$ cat config.mk
export PLATFORM = sky130hd
export DESIGN_NAME = param_cpu_flat
export DESIGN_NICKNAME = d
export VERILOG_FILES = /design/src/rtl/param_cpu_if.sv /design/src/rtl/param_cpu.sv /design/src/flat_wrapper.sv
export SDC_FILE = /design/constraint.sdc
export NUM_CORES = 1
export LEC_CHECK = 0
export BUFFER_PORTS_ARGS = -buffer_cell sky130_fd_sc_hd__buf_4
export CELL_PAD_IN_SITES_DETAIL_PLACEMENT = 0
export CELL_PAD_IN_SITES_GLOBAL_PLACEMENT = 1
export CORE_MARGIN = 2
export CORE_UTILIZATION = 45
export DETAILED_ROUTE_END_ITERATION = 16
export HOLD_SLACK_MARGIN = 0.1
export PLACE_DENSITY_LB_ADDON = 0.15
export SLEW_MARGIN = 5
export SYNTH_ARGS = -nofsm -noshare
export SYNTH_HDL_FRONTEND = slang
export SYNTH_SLANG_ARGS = --single-unit
$ cat constraint.sdc
create_clock -name clk -period 8.8 [get_ports clk]
set_input_delay 1.76 -clock clk [delete_from_list [all_inputs] [get_ports clk]]
set_output_delay 1.76 -clock clk [all_outputs]
set_load 0.03 [all_outputs]
$ cat src/rtl/param_cpu_if.sv
// Bus between param_cpu and its program/data memory environment.
// The core drives the master side; memories and stimulus use the slave side.
interface param_cpu_if #(
    parameter int DATA_W = 8,
    parameter int ADDR_W = 8
) ();
    logic [ADDR_W-1:0] pc;
    logic [15:0]       instruction;
    logic [ADDR_W-1:0] mem_addr;
    logic [DATA_W-1:0] data_in;
    logic [DATA_W-1:0] data_out;
    logic              mem_read;
    logic              mem_write;
    logic              mem_ready;
    logic              zero_flag;
    logic              carry_flag;
    logic              halted;

    modport master (
        output pc, mem_addr, data_out, mem_read, mem_write,
               zero_flag, carry_flag, halted,
        input  instruction, data_in, mem_ready
    );

    modport slave (
        input  pc, mem_addr, data_out, mem_read, mem_write,
               zero_flag, carry_flag, halted,
        output instruction, data_in, mem_ready
    );
endinterface

$ cat src/rtl/param_cpu.sv
// Small parameterised accumulator-style CPU: FETCH/EXEC/MEM/HALT sequencer,
// register file, ALU with zero/carry flags and a ready-handshaked data port.
module param_cpu #(
    parameter int DATA_W  = 8,
    parameter int ADDR_W  = 8,
    parameter int REG_CNT = 4
) (
    input  logic          clk,
    input  logic          reset,
    param_cpu_if.master   bus
);
    localparam int RI_W = (REG_CNT > 1) ? $clog2(REG_CNT) : 1;

    localparam logic [3:0] OP_LD   = 4'd1;
    localparam logic [3:0] OP_ST   = 4'd2;
    localparam logic [3:0] OP_ADD  = 4'd3;
    localparam logic [3:0] OP_SUB  = 4'd4;
    localparam logic [3:0] OP_LDI  = 4'd5;
    localparam logic [3:0] OP_JMP  = 4'd6;
    localparam logic [3:0] OP_JZ   = 4'd7;
    localparam logic [3:0] OP_AND  = 4'd8;
    localparam logic [3:0] OP_OR   = 4'd9;
    localparam logic [3:0] OP_XOR  = 4'd10;
    localparam logic [3:0] OP_JC   = 4'd11;
    localparam logic [3:0] OP_HALT = 4'd15;

    typedef enum logic [1:0] {
        S_FETCH = 2'd0,
        S_EXEC  = 2'd1,
        S_MEM   = 2'd2,
        S_HALT  = 2'd3
    } state_t;

    state_t            state_q, state_d;
    logic [ADDR_W-1:0] pc_q, pc_d;
    logic [15:0]       ir_q, ir_d;
    logic [ADDR_W-1:0] mem_addr_q, mem_addr_d;
    logic [DATA_W-1:0] data_out_q, data_out_d;
    logic              mem_read_q, mem_read_d;
    logic              mem_write_q, mem_write_d;
    logic              zero_q, zero_d;
    logic              carry_q, carry_d;
    logic              halted_q, halted_d;
    logic [DATA_W-1:0] regs_q [REG_CNT];

    logic              wr_en;
    logic [RI_W-1:0]   wr_idx;
    logic [DATA_W-1:0] wr_data;

    logic [3:0]        op;
    logic [RI_W-1:0]   rd_idx;
    logic [RI_W-1:0]   rs_idx;
    logic [7:0]        imm;
    logic [DATA_W-1:0] rd_val;
    logic [DATA_W-1:0] rs_val;
    logic [DATA_W:0]   sum_ext;
    logic [DATA_W:0]   diff_ext;
    logic [ADDR_W-1:0] imm_addr;
    logic [DATA_W-1:0] imm_data;

    // Register fields wider than the register file leave high IR bits idle.
    logic unused_ir_bits;
    assign unused_ir_bits = ^ir_q;

    assign op       = ir_q[15:12];
    assign rd_idx   = ir_q[8 +: RI_W];
    assign rs_idx   = ir_q[4 +: RI_W];
    assign imm      = ir_q[7:0];
    assign rd_val   = regs_q[rd_idx];
    assign rs_val   = regs_q[rs_idx];
    assign sum_ext  = {1'b0, rd_val} + {1'b0, rs_val};
    assign diff_ext = {1'b0, rd_val} - {1'b0, rs_val};
    assign imm_addr = ADDR_W'(imm);
    assign imm_data = DATA_W'(imm);

    always_comb begin
        state_d     = state_q;
        pc_d        = pc_q;
        ir_d        = ir_q;
        mem_addr_d  = mem_addr_q;
        data_out_d  = data_out_q;
        mem_read_d  = mem_read_q;
        mem_write_d = mem_write_q;
        zero_d      = zero_q;
        carry_d     = carry_q;
        halted_d    = halted_q;
        wr_en       = 1'b0;
        wr_idx      = rd_idx;
        wr_data     = '0;

        case (state_q)
            S_FETCH: begin
                ir_d    = bus.instruction;
                pc_d    = pc_q + ADDR_W'(1);
                state_d = S_EXEC;
            end

            S_EXEC: begin
                state_d = S_FETCH;
                case (op)
                    OP_LD: begin
                        mem_addr_d = imm_addr;
                        mem_read_d = 1'b1;
                        state_d    = S_MEM;
                    end
                    OP_ST: begin
                        mem_addr_d  = imm_addr;
                        mem_write_d = 1'b1;
                        data_out_d  = rd_val;
                        state_d     = S_MEM;
                    end
                    OP_ADD: begin
                        wr_en   = 1'b1;
                        wr_data = sum_ext[DATA_W-1:0];
                        carry_d = sum_ext[DATA_W];
                    end
                    OP_SUB: begin
                        // The extra top bit of the widened difference is the borrow.
                        wr_en   = 1'b1;
                        wr_data = diff_ext[DATA_W-1:0];
                        carry_d = diff_ext[DATA_W];
                    end
                    OP_LDI: begin
                        wr_en   = 1'b1;
                        wr_data = imm_data;
                    end
                    OP_AND: begin
                        wr_en   = 1'b1;
                        wr_data = rd_val & rs_val;
                    end
                    OP_OR: begin
                        wr_en   = 1'b1;
                        wr_data = rd_val | rs_val;
                    end
                    OP_XOR: begin
                        wr_en   = 1'b1;
                        wr_data = rd_val ^ rs_val;
                    end
                    OP_JMP: pc_d = imm_addr;
                    OP_JZ:  if (zero_q)  pc_d = imm_addr;
                    OP_JC:  if (carry_q) pc_d = imm_addr;
                    OP_HALT: begin
                        halted_d = 1'b1;
                        state_d  = S_HALT;
                    end
                    default: ;
                endcase
            end

            S_MEM: begin
                if (bus.mem_ready) begin
                    mem_read_d  = 1'b0;
                    mem_write_d = 1'b0;
                    state_d     = S_FETCH;
                    if (mem_read_q) begin
                        wr_en   = 1'b1;
                        wr_data = bus.data_in;
                    end
                end
            end

            default: ;
        endcase

        // Every register write (ALU, LDI, LD) refreshes the zero flag.
        if (wr_en) begin
            zero_d = (wr_data == '0);
        end
    end

    always_ff @(posedge clk or posedge reset) begin
        if (reset) begin
            state_q     <= S_FETCH;
            pc_q        <= '0;
            ir_q        <= '0;
            mem_addr_q  <= '0;
            data_out_q  <= '0;
            mem_read_q  <= 1'b0;
            mem_write_q <= 1'b0;
            zero_q      <= 1'b0;
            carry_q     <= 1'b0;
            halted_q    <= 1'b0;
            for (int i = 0; i < REG_CNT; i++) begin
                regs_q[i] <= '0;
            end
        end else begin
            state_q     <= state_d;
            pc_q        <= pc_d;
            ir_q        <= ir_d;
            mem_addr_q  <= mem_addr_d;
            data_out_q  <= data_out_d;
            mem_read_q  <= mem_read_d;
            mem_write_q <= mem_write_d;
            zero_q      <= zero_d;
            carry_q     <= carry_d;
            halted_q    <= halted_d;
            if (wr_en) begin
                regs_q[wr_idx] <= wr_data;
            end
        end
    end

    assign bus.pc         = pc_q;
    assign bus.mem_addr   = mem_addr_q;
    assign bus.data_out   = data_out_q;
    assign bus.mem_read   = mem_read_q;
    assign bus.mem_write  = mem_write_q;
    assign bus.zero_flag  = zero_q;
    assign bus.carry_flag = carry_q;
    assign bus.halted     = halted_q;

    a_no_dual_strobe: assert property (@(posedge clk) disable iff (reset)
        !(mem_read_q && mem_write_q));

endmodule
$ cat src/flat_wrapper.sv
// flat-port wrapper written by rule: the top's interface ports become plain ports
module param_cpu_flat 
#(
    parameter int DATA_W  = 8,
    parameter int ADDR_W  = 8,
    parameter int REG_CNT = 4
)
  (clk, reset, bus_pc, bus_mem_addr, bus_data_out, bus_mem_read, bus_mem_write, bus_zero_flag, bus_carry_flag, bus_halted, bus_instruction, bus_data_in, bus_mem_ready);
  param_cpu_if #(.DATA_W(DATA_W), .ADDR_W(ADDR_W)) bus_i ();
  input  logic clk;
  input  logic reset;
  output wire logic [$bits(bus_i.pc)-1:0] bus_pc;
  output wire logic [$bits(bus_i.mem_addr)-1:0] bus_mem_addr;
  output wire logic [$bits(bus_i.data_out)-1:0] bus_data_out;
  output wire logic [$bits(bus_i.mem_read)-1:0] bus_mem_read;
  output wire logic [$bits(bus_i.mem_write)-1:0] bus_mem_write;
  output wire logic [$bits(bus_i.zero_flag)-1:0] bus_zero_flag;
  output wire logic [$bits(bus_i.carry_flag)-1:0] bus_carry_flag;
  output wire logic [$bits(bus_i.halted)-1:0] bus_halted;
  input wire logic [$bits(bus_i.instruction)-1:0] bus_instruction;
  input wire logic [$bits(bus_i.data_in)-1:0] bus_data_in;
  input wire logic [$bits(bus_i.mem_ready)-1:0] bus_mem_ready;
  assign bus_pc = bus_i.pc;
  assign bus_mem_addr = bus_i.mem_addr;
  assign bus_data_out = bus_i.data_out;
  assign bus_mem_read = bus_i.mem_read;
  assign bus_mem_write = bus_i.mem_write;
  assign bus_zero_flag = bus_i.zero_flag;
  assign bus_carry_flag = bus_i.carry_flag;
  assign bus_halted = bus_i.halted;
  assign bus_i.instruction = bus_instruction;
  assign bus_i.data_in = bus_data_in;
  assign bus_i.mem_ready = bus_mem_ready;
  param_cpu #(.DATA_W(DATA_W), .ADDR_W(ADDR_W), .REG_CNT(REG_CNT)) u_core (.clk(clk), .reset(reset), .bus(bus_i));
endmodule
==> key figures <==
Place
  – Post-DP HPWL: roughly 9 mm
  – Post-DP Area: roughly 0.0055 sq mm
  – Placed Cells: 635
  – Port bufs: 53
  – RD Place Congestion: 0.842
  – Place WS: a little over 5 ns

STA
  – FMAX: about 0.27 GHz
  – Hold slack: about 0.48 ns
  – Slew Limit Headroom: 0.339
  – Final period demand of the worst path: 3.76 ns
  – Final period util: 0.427
  – Final setup viols: 0
  – Slew @ Worst Pin: 0.991 ns
  – Max Slew Vio Count: 0
  – RSZ-0062 raised after global routing: false
  – Worst Setup Slack, final: 5.04 ns
  – Final Hold Vio Count: 0
  – Final Skew: around 0.022 ns
  – Final setup TNS: 0 ns

Detailed routing
  – Drt wl/cell: between 15 and 20 um
  – Max layer used: met4
  – Drt total wl: 12.9 mm
  – Ratio of routed vias to standard cells: ~5.9
  – ANT nets after route: 0
  – DRT iter0 DRCs: roughly 210
  – WL met3: around 540 um
  – Met2 WL: 6.05 mm
  – Final routed DRC violation total: 0
  – Drt first pass iters: 5
  – Met1 Wirelength: between 6 and 7 mm
  – Via count: around 3,900

Flow run
  – Max Cap Viol: 0

Global route
  – Vias in the first global route: roughly 3,800
  – Global-route wire length before repair: ~21 mm
  – Total gr overflow: 0
  – Initial antenna violation count: 0
  – Maximum number of pins on one net before global-route repair: 78
  – Global Route Usage Sum: 0.232

Worst setup path
  – FF-to-FF path depth: 10
  – Setup crit end kind: flop
  – CP Max Fanout: 13
  – Worst Setup Start Kind: flop
  – CP Class: reg -> reg
  – Worst path cell trace: mux4_2, ha_1, fa_1, a21o_1, a21oi_1, xnor2_1, a22oi_1, a31oi_1, nand4bb_1, o31ai_2
  – CP Data Arrival Time: a little under 4 ns
  – Slowest cell on the critical path: dfrtp_1
  – Required @ worst endpoint: 9.01 ns
  – Largest stage delay, worst path: roughly 0.87 ns

Clock network
  – Resized cells post-CTS: 0
  – H-tree Lvls: 3
  – Clock Tree Buf Depth: 2
  – CTS tree: done
  – # Post-CTS Setup Buffers: 0
  – Worst-path clk slew: around 0.09 ns
  – Hold Buf Count CTS: 0
  – Worst skew pair latency: between 0.3 and 0.4 ns
  – Root Driver: clkbuf_8
  – CTS Sinks: 77
  – Number of buffers created by CTS: 9

Finish
  – Post-layout util: 0.529
  – Fin area: 0.00573 sq mm
  – Final std cells w/o fill: approximately 650
  – Share of layout cells above drive strength 1: 0.323
  – N_diodes: 0
  – Fillers: a little under 1,000
  – Nets@finish: ~560
  – Synthesis-to-finish area growth: 14.2%
  – Area of the multi-input gates: just under 0.003 sq mm
  – Register area: about 0.0019 sq mm

Synth
  – Seq/Total Area, Yosys: 0.384
  – Ys async rst share: 1.00
  – Synth Flop Type: dfrtp_1
  – Syn nets: 517
  – Distinct cells, synth: 70
  – Post-synthesis register bit count: 77
  – Cells after Synth: about 460
  – Mapped Area: 0.00502 sq mm
  – Syn Area/Cell: 10.9 sq um
  – Post-synth EDFFs: 0
  – Ys Warns: 0

Power and ir drop
  – NetSw: around 960 uW
  – Clock power share: 0.136
  – Leakage power figure: roughly 2.5 nW
  – Logic pwr share: 0.539
  – Internal power: 1.12 mW
  – Worst vdd ir: between 0.2 and 0.25 mV
  – Sequential share of power: 0.325
  – Pwr dens: about 360 mW/mm^2
  – Switching share of power: 0.461
  – Total chip power: 2.08 mW

Floorplanning
  – Initial Util: 0.463
  – Top-Level Pins: 56
  – Num rows: 38
  – Die height: approximately 110 um
  – Core area: between 0.01 and 0.015 sq mm
  – Die footprint: approximately 0.012 sq mm
  – Die W: about 110 um

Hold path
  – Hold Crit Depth: 1
  – Worst hold path type: reg -> reg

Status
  – Outcome: completed
[synthesized netlist by cell type (all sizes together), types with 6 or more instances]
| library cell | n | share of area |
|---|---|---|
| nor2b | 8 | 0.010 |
| nand3 | 13 | 0.013 |
| mux4 | 16 | 0.072 |
| clkbuf | 10 | 0.0075 |
| nor2 | 15 | 0.011 |
| ha | 29 | 0.072 |
| nor3 | 11 | 0.013 |
| inv | 28 | 0.021 |
| a21oi | 29 | 0.030 |
| nand2 | 33 | 0.025 |
| o211ai | 6 | 0.0090 |
| o21ai | 27 | 0.029 |
| mux2 | 58 | 0.13 |
| dfrtp | 77 | 0.38 |
| buf | 11 | 0.013 |
[power by group through the flow]
stage,combinational [mW],clock (mW),sequential (mW)
6_report,1.12,0.283,0.676
5_1_grt,1.23,0.308,0.703
4_1_cts,1.12,0.293,0.678
3_5_place_dp,1.11,0,0.685
3_3_place_gp,1.10,0,0.677
2_1_floorplan,0.793,0,0.674
[final timing paths]
path | slack [ns] | startpoint | endpoint
max | 5.04 | u_core.ir_q[8] | u_core.bus.zero_flag
min | 0.48 | u_core.bus.halted | u_core.bus.halted
max reg2reg | 5.04 | u_core.ir_q[8] | u_core.bus.zero_flag
min reg2reg | 0.48 | u_core.bus.halted | u_core.bus.halted
max in group asynchronous | 6.46 | reset | u_core.regs_q[14]
min in group asynchronous | 1.72 | reset | u_core.bus.mem_addr[4]
[cell usage in the layout, fill, tap and decap left out, types with 3 or more instances in the layout]
cell	instances
nand4_1	3
nand3_1	13
mux2i_1	5
nor3_1	10
buf_4	57
o21ai_0	23
nand2_1	33
o21ai_1	3
a31oi_1	3
o21bai_1	5
ha_1	29
a211oi_1	3
clkinv_2	3
mux4_2	16
xor2_1	3
nor2b_1	8
mux2_2	55
clkbuf_8	11
o22ai_1	5
a22oi_1	5
dfrtp_1	77
o211ai_1	6
nand2b_1	4
inv_1	27
nor2_1	15
xnor2_1	3
a21oi_1	28
[logic make-up after synthesis]
family,count (synthesis),share of synthesized area
adders and majority gates,31,0.0803
and+or+nand+nor,109,0.124
AOI/OAI and AO/OA,108,0.148
xor gates and xnor gates,6,0.0105
DFF,77,0.384
muxes,79,0.213
buffers and inverters,49,0.0411
[registers in the layout (all words and copies together) (netlist names), 2 cells and up]
| signal | flops |
|---|---|
| u_core.bus.data_out | 8 |
| u_core.bus.mem_addr | 8 |
| u_core.regs_q | 32 |
| u_core.ir_q | 14 |
| u_core.bus.pc | 8 |
| u_core.state_q | 2 |
[critical path: cells and delay by family, from the launching register on]
kind	cells	cell delay, ns
and+or+nand+nor	1	0.22
muxes	1	0.66
AOI/OAI and AO/OA	5	1.01
adders and majority gates	2	0.72
DFF	1	0.87
xor gates and xnor gates	1	0.13
[cell type report]
| class | count | area share |
|---|---|---|
| Inverter | 28 | 0.0186 |
| Tap cell | 140 | 0.0306 |
| Clock buffer | 11 | 0.0264 |
| Clock inverter | 5 | 0.00983 |
| Sequential cell | 77 | 0.336 |
| Multi-Input combinational cell | 333 | 0.504 |
| Timing Repair Buffer | 57 | 0.0747 |
[routing by layer]
layer  global-route usage  up-vias
met1                0.337     1956
met2                0.359       88
met4               0.0642        0
met3               0.0379        9
met5                    0        -
li1                     -     1804
(Power assumes the default switching activity.)
